==> config.mk <==
export PLATFORM = sky130hd
export DESIGN_NAME = input_debounce_2_flat
export DESIGN_NICKNAME = d
export VERILOG_FILES = /design/src/rtl/input_debounce_2_if.sv /design/src/rtl/input_debounce_2.sv /design/src/flat_wrapper.sv
export SDC_FILE = /design/constraint.sdc
export NUM_CORES = 1
export LEC_CHECK = 0
export ABC_AREA = 1
export CAP_MARGIN = 30
export CORE_AREA = 5 5 42 44
export CTS_CLUSTER_DIAMETER = 100
export DETAILED_ROUTE_END_ITERATION = 16
export DIE_AREA = 0 0 47 49
export PLACE_DENSITY_LB_ADDON = 0.2
export SKIP_LAST_GASP = 1
export SLEW_MARGIN = 10
export SYNTH_ARGS = -nofsm -noshare
export SYNTH_HDL_FRONTEND = slang
export SYNTH_SLANG_ARGS = --single-unit
==> constraint.sdc <==
create_clock -name CLK -period 1.3 [get_ports CLK]
set_input_delay 0.13 -clock CLK [delete_from_list [all_inputs] [get_ports CLK]]
set_output_delay 0.13 -clock CLK [all_outputs]
set_load 0.02 [all_outputs]
==> src/rtl/input_debounce_2_if.sv <==
// ---------------------------------------------------------------------------
// input_debounce_2_if
// Signal bundle between the raw two-channel source and the debouncer.
//   A_raw, B_raw   : raw asynchronous, possibly bouncing channel inputs
//   A, B           : debounced, registered channel outputs (feed AND stage)
//   A_rise, A_fall : one-cycle edge pulses for channel A
//   B_rise, B_fall : one-cycle edge pulses for channel B
// The master modport is the side that drives the raw inputs and consumes the
// clean outputs; the slave modport is the debouncer itself.
// ---------------------------------------------------------------------------
interface input_debounce_2_if;

   logic A_raw;
   logic B_raw;
   logic A;
   logic B;
   logic A_rise;
   logic A_fall;
   logic B_rise;
   logic B_fall;

   modport master (
      output A_raw,
      output B_raw,
      input  A,
      input  B,
      input  A_rise,
      input  A_fall,
      input  B_rise,
      input  B_fall
   );

   modport slave (
      input  A_raw,
      input  B_raw,
      output A,
      output B,
      output A_rise,
      output A_fall,
      output B_rise,
      output B_fall
   );

endinterface

==> src/rtl/input_debounce_2.sv <==
// ---------------------------------------------------------------------------
// input_debounce_2
// Two independent synchronizing debouncers feeding a 2-input AND stage.
// Each channel: 2-flop synchronizer, stability counter, output register and
// registered rise/fall pulses.
//   Parameter STABLE_CYCLES (1..255): consecutive cycles the synchronized
//   input must differ from the output before the output follows it.
//   CLK : clock, rising-edge
//   RST : synchronous active-high reset
//   bus : input_debounce_2_if.slave (raw inputs in, clean outputs out)
// ---------------------------------------------------------------------------
module input_debounce_2 #(
   parameter int STABLE_CYCLES = 4
) (
   input logic               CLK,
   input logic               RST,
   input_debounce_2_if.slave bus
);

   localparam int CW = (STABLE_CYCLES < 1) ? 1 : $clog2(STABLE_CYCLES + 1);
   localparam logic [CW-1:0] CNT_LAST = CW'(STABLE_CYCLES - 1);

   // Channel index 0 is A, index 1 is B.
   logic [1:0]         raw;
   logic [1:0]         s1;
   logic [1:0]         s2;
   logic [1:0]         out;
   logic [1:0]         rise;
   logic [1:0]         fall;
   logic [1:0][CW-1:0] cnt;

   assign raw = {bus.B_raw, bus.A_raw};

   // Synchronizer plus per-channel filter. The counter only advances while the
   // synchronized value disagrees with the output; any agreement wipes it, so
   // the output moves only after an unbroken run of STABLE_CYCLES disagreements.
   always_ff @(posedge CLK) begin
      if (RST) begin
         s1   <= '0;
         s2   <= '0;
         out  <= '0;
         rise <= '0;
         fall <= '0;
         cnt  <= '0;
      end else begin
         s1 <= raw;
         s2 <= s1;
         for (int ch = 0; ch < 2; ch++) begin
            rise[ch] <= 1'b0;
            fall[ch] <= 1'b0;
            if (s2[ch] == out[ch]) begin
               cnt[ch] <= '0;
            end else if (cnt[ch] == CNT_LAST) begin
               // Pulse is registered alongside out so it lines up with the
               // first cycle of the new output value.
               out[ch]  <= s2[ch];
               cnt[ch]  <= '0;
               rise[ch] <= s2[ch];
               fall[ch] <= ~s2[ch];
            end else begin
               cnt[ch] <= cnt[ch] + 1'b1;
            end
         end
      end
   end

   assign bus.A      = out[0];
   assign bus.B      = out[1];
   assign bus.A_rise = rise[0];
   assign bus.A_fall = fall[0];
   assign bus.B_rise = rise[1];
   assign bus.B_fall = fall[1];

endmodule

==> src/flat_wrapper.sv <==
// flat-port wrapper written by rule: the top's interface ports become plain ports
module input_debounce_2_flat 
#(
   parameter int STABLE_CYCLES = 4
)
  (CLK, RST, bus_A_raw, bus_B_raw, bus_A, bus_B, bus_A_rise, bus_A_fall, bus_B_rise, bus_B_fall);
  input_debounce_2_if bus_i ();
  input logic CLK;
  input logic RST;
  input wire logic [$bits(bus_i.A_raw)-1:0] bus_A_raw;
  input wire logic [$bits(bus_i.B_raw)-1:0] bus_B_raw;
  output wire logic [$bits(bus_i.A)-1:0] bus_A;
  output wire logic [$bits(bus_i.B)-1:0] bus_B;
  output wire logic [$bits(bus_i.A_rise)-1:0] bus_A_rise;
  output wire logic [$bits(bus_i.A_fall)-1:0] bus_A_fall;
  output wire logic [$bits(bus_i.B_rise)-1:0] bus_B_rise;
  output wire logic [$bits(bus_i.B_fall)-1:0] bus_B_fall;
  assign bus_i.A_raw = bus_A_raw;
  assign bus_i.B_raw = bus_B_raw;
  assign bus_A = bus_i.A;
  assign bus_B = bus_i.B;
  assign bus_A_rise = bus_i.A_rise;
  assign bus_A_fall = bus_i.A_fall;
  assign bus_B_rise = bus_i.B_rise;
  assign bus_B_fall = bus_i.B_fall;
  input_debounce_2 #(.STABLE_CYCLES(STABLE_CYCLES)) u_core (.CLK(CLK), .RST(RST), .bus(bus_i));
endmodule
==> flow_summary.yaml <==
pwr:
  combPwrFrac_pct: 4.0
  switching_share_pct: 19.6
  p_seq_share_pct: 58.9
  p_int_mw: 0.685
  powerDensity_mw_per_mm2: 1150
  p_sw_mw: 0.167
  peakVddDrop_v: 0.000759
  p_leak_nw: 0.333
  clkPwrFrac_pct: 37.1
critical_path:
  r2r_setup_slack_ps: 160
  cp_cell_sequence: "dlygate4sd2_1"
  crit_path_start_kind: "register"
  crit_fanout: 5
  crit_slowest_cell: "dfxtp_1"
  cp_top_family: "flip-flops"
  worstPathRequired_ps: 1170
  end_kind: "output pin"
  critPathKind: "reg2out"
  cp.arrival_ps: 1030
  critPathBufInv: 1
  cp_slowest_stage_delay_ps: 400
synthesis:
  synth_xor_area_share_pct: 0
  synth.avg_cell_area_um2: 9.10
  synth-async-reset-ratio_pct: 0
  seq_area_frac_synth_pct: 53.3
  synth_flop_cell: "dfxtp_1"
  ys_types: 13
  synth-adder-area-share_pct: 8.33
  synth-seq-cells: 16
  synth_compound_area_share_pct: 1.67
  synth.area.top_cells: "dfxtp_1 (53%), ha_1 (8.3%), inv_1 (7.5%), nor2_1 (6.3%), nand2_1 (5.0%)"
  post-synth-top-area-cell: "dfxtp_1"
  synth_top_family_by_area: "simple AND/OR/NAND/NOR gates"
  synth.area.mux_share_pct: 0
  synthCells: 66
  yosysTopAreaCellShare_pct: 53.3
  synthSimpleGateAreaFrac_pct: 25.4
  ys_warn_count: 0
  synth_nets: 74
  synth_edf_count: 0
  syn-cell-area_um2: 601
clock_tree:
  tritoncts: "done"
  cts-resized-gates: 6
  insertion_delay_ps: 280
  hold_buffers: 0
  clock_path_buffers: 2
  cts_buffers: 3
  cts_num_sinks: 16
  clkTransAtPathRegs_ps: 90
  ctsHtreeMaxLevel: 1
  post_cts_buffers: 0
  root_buffer: "clkbuf_4"
detailed_routing:
  wl_met1_um: 354
  via_per_inst: 4.35
  ant_nets: 0
  top_layer_used: "met4"
  drt_wl_total_um: 796
  wl_per_cell_um: 8.29
  met2_length_um: 364
  vias: 418
  firstDrtPassIters: 3
  wl_met3_um: 68
  drt_iter0_drc: 7
  drc: 0
final_layout:
  regArea_um2: 320
  multiInputGateArea_um2: 213
  syn2layout_area_growth_pct: 23.8
  final_cell_mix: "dfxtp_1 (16), inv_1 (12), nor2_1 (10)"
  nets: 89
  layout_commonest_cell: "dfxtp_1"
  num_antenna_cells: 0
  fillCellCount: 155
  layout-drive-gt1-share_pct: 21.3
  final_area_um2: 743
grt:
  grt_pass1_vias: 343
  grt_util_all_layers_pct: 7.93
  grt_max_degree: 10
  grt_pass1_wl_mm: 1.32
  grt.overflow.total: 0
  grt_antenna_before_repair: 0
floorplanning:
  die_h_um: 49
  fp.dieW_um: 47
  initial_core_util_pct: 42.9
  core_area_mm2: 0.00140
  rows: 14
  dieArea_mm2: 0.00230
  pin_count: 10
timing:
  grt_setup_unrepaired: "false"
  finClkSkew_ps: 3.05
  min_period_ps: 1160
  tns_ps: 0
  fmax_ghz: 0.864
  tightestPinTransition_ps: 349
  period_share_pct: 89.1
  drv_slew: 0
  slew_headroom_pct: 76.7
  hold_viol: 0
  finalSetupViolations: 0
  layout_setup_ws_ps: 142
placed_design:
  post-place-ws_ps: 144
  numPortBuffers: 9
  detailed_place.area_um2: 714
  place_congestion: 0.663
  hpwl_um: 642
flow_run:
  cap_viol_max_count: 0
hold_path:
  hp-class: "in2reg"
run_status:
  status: "completed"
[worst paths after layout]
check | start | endpoint | cells after the start
worst max-delay path | u_core.out[0] | bus_A | 1
worst min-delay path | bus_A_raw | u_core.s1[0] | 3
worst max register to register | u_core.cnt[0] | u_core.cnt[2] | 5
worst min register to register | u_core.s1[0] | u_core.s2[0] | 2
[cells by family after synthesis]
kind of cell | count (synthesis)
AO/OA/AOI/OAI | 2
adder cells (fa/ha/maj) | 4
buffers and inverters | 16
flip-flops | 16
AND/OR/NAND/NOR | 28
[power groups by stage]
stage	Clock (mW)	Sequential (mW)	Combinational, mW
floorplan	0	0.513	0.0234
global placement	0	0.513	0.0334
detailed placement	0	0.514	0.0342
CTS	0.331	0.502	0.0344
global route	0.364	0.503	0.0386
finish	0.316	0.502	0.0338
[state kept, by name, summed over array words and instances (netlist names)]
register,cells
u_core.cnt,6
u_core.fall,2
u_core.out,2
u_core.rise,2
u_core.s1,2
u_core.s2,2
[worst min-delay path: stages]
cell and delay [ps]:
clkdlybuf4s50_1 400, inv_1 50, nor2_1 30
[metal layers]
| layer | GRT usage (%) | vias to the layer above |
|---|---|---|
| li1 | - | 224 |
| met4 | 4.15 | 0 |
| met3 | 3.32 | 2 |
| met5 | 0 | - |
| met2 | 10.9 | 12 |
| met1 | 10.3 | 180 |
[synthesized netlist by cell type, types with 2 or more instances]
| master | count |
|---|---|
| dfxtp_1 | 16 |
| inv_2 | 3 |
| nor2_4 | 2 |
| nand2_1 | 8 |
| nor2_1 | 10 |
| nor3_2 | 2 |
| nor3_1 | 2 |
| inv_1 | 12 |
| nand2_2 | 2 |
| a21oi_1 | 2 |
| nand3_2 | 2 |
| ha_1 | 4 |
[layout make-up]
type	instances	share of cell area, %
multi-input combinational	34	28.6
timing repair buffer	11	13.1
clock buffer	4	4.88
tap	16	2.69
inverter	15	7.58
sequential	16	43.1
[stage by stage]
stage | cells | util (%) | power [mW] | hold WS [ps]
6_report | 96 | 53.0 | 0.852 | 362
2_1_floorplan | 66 | - | 0.536 | 237
3_3_place_gp | 92 | 51.0 | 0.547 | 391
5_1_grt | 96 | 53.0 | 0.905 | 360
3_5_place_dp | 92 | 51.0 | 0.548 | 397
4_1_cts | 96 | 53.0 | 0.868 | 355
Note: power is estimated with default switching activity, not from simulation.
==> RTL edit, RTL diff (config.mk and constraints unchanged) <==
`STABLE_CYCLES` is set to 4 in 2 places; all go to 8.
--- a/src/rtl/input_debounce_2.sv
+++ b/src/rtl/input_debounce_2.sv
@@ -10,7 +10,7 @@
 //   bus : input_debounce_2_if.slave (raw inputs in, clean outputs out)
 // ---------------------------------------------------------------------------
 module input_debounce_2 #(
-   parameter int STABLE_CYCLES = 4
+   parameter int STABLE_CYCLES = 8
 ) (
    input logic               CLK,
    input logic               RST,
--- a/src/flat_wrapper.sv
+++ b/src/flat_wrapper.sv
@@ -1,7 +1,7 @@
 // flat-port wrapper written by rule: the top's interface ports become plain ports
 module input_debounce_2_flat 
 #(
-   parameter int STABLE_CYCLES = 4
+   parameter int STABLE_CYCLES = 8
 )
   (CLK, RST, bus_A_raw, bus_B_raw, bus_A, bus_B, bus_A_rise, bus_A_fall, bus_B_rise, bus_B_fall);
   input_debounce_2_if bus_i ();
Behaviour: not the same (Yosys sat finds a counterexample within 10 cycles, from zero or initial values and one cycle with RST high).
==> RTL edit against the unedited design <==
Setup slack got worse by 5.6 ps. Wire length increased by 47%. Highest routed layer unchanged. Largest power group unchanged. Cell count increased by 18%. First-iteration DRC count increased by 43%. Register-to-register slack improved by 80 ps. Sequential share of layout area about the same. Area after synthesis increased by 15%. Sequential power increased by 13%. Cell area increased by 13%. Total power increased by 10%. Sequential cell count increased by 2.
==> RTL edit: results (changes against the unedited design) <==
qor: finish.multiInputCombCellCount 47 [+38%]
qor: setup_path.r2r_slack 240 ps [+80 ps]
qor: drt.drtPass1Iterations 4 [+1]
qor: synth.synth_compound_area_share 3.82% [+2.2 points]
qor: synth.synth-seq-area-share 52.4% [-0.97 points]
qor: placed_design.post-dp-hpwl 862 um [+34%]
qor: synth.synthAdderAreaFrac 3.64% [-4.7 points]
qor: grt.grtUsageMet3 2.21% [-1.1 points]
qor: drt.detail_route.wl_per_cell 10.3 um [+25%]
qor: finish.sh_seq_area 43.0% [-0.048 points]
qor: synth.ys_seq_elements 18 [+2]
qor: synth.post_synth_main_area_contributors dfxtp_1 52%, inv_1 7.6%, nor2_1 7.6%
qor: synth.synthesis.nets 89 [+20%]
qor: pwr.share_seq_of_total_power 60.2% [+1.3 points]
qor: pwr.p_sw 192 uW [+15%]
qor: grt.grtUsageMet2 17.2% [+6.3 points]
qor: drt.drt_first_iter_violations 10 [+3]
qor: placed_design.gpl.final_weighted_congestion 0.756 [+14%]
qor: hold_path.hold_wc_startpoint bus_B_raw
qor: finish.multi_input_area 259 sq um [+22%]
qor: setup_path.reg2reg_depth 4 [-1]
qor: status.result_of_the_run finished clean
qor: finish.nonClockInverterCount 17 [+2]
qor: hold_path.min_delay_worst_endpoint u_core.s1[1]
qor: finish.clock_tree_area_fraction 4.33% [-0.55 points]
qor: finish.final_layout_size_suffix_gt1_share 13.4% [-7.8 points]
-- RTL edit: cell types whose count changed in the layout (fill, tap and decap cells not counted) --
cell | unedited run | this run
nor2_1 | 10 | 14
nor3_2 | 2 | 0
nor3_1 | 2 | 0
nand2_2 | 2 | 1
nor2_4 | 2 | 0
nand3_1 | 0 | 4
ha_1 | 4 | 2
a21oi_4 | 0 | 1
inv_1 | 12 | 14
xnor2_1 | 0 | 2
dfxtp_1 | 16 | 18
nand4_1 | 0 | 8
nand2_1 | 8 | 11
-- RTL edit: per-stage QoR --
step / area [sq um] / setup slack [ps] / std cells
floorplan: 688 / 366 / 83
global placement: 808 / 196 / 109
detailed placement: 808 / 180 / 109
CTS: 837 / 125 / 113
global route: 837 / 63.3 / 113
finish: 837 / 136 / 113
-- RTL edit: repair_timing --
action | CTS | global route
hold buffers | 0 | 0
resized for setup | 6 | 0
setup endpoints to repair | 6 | 0
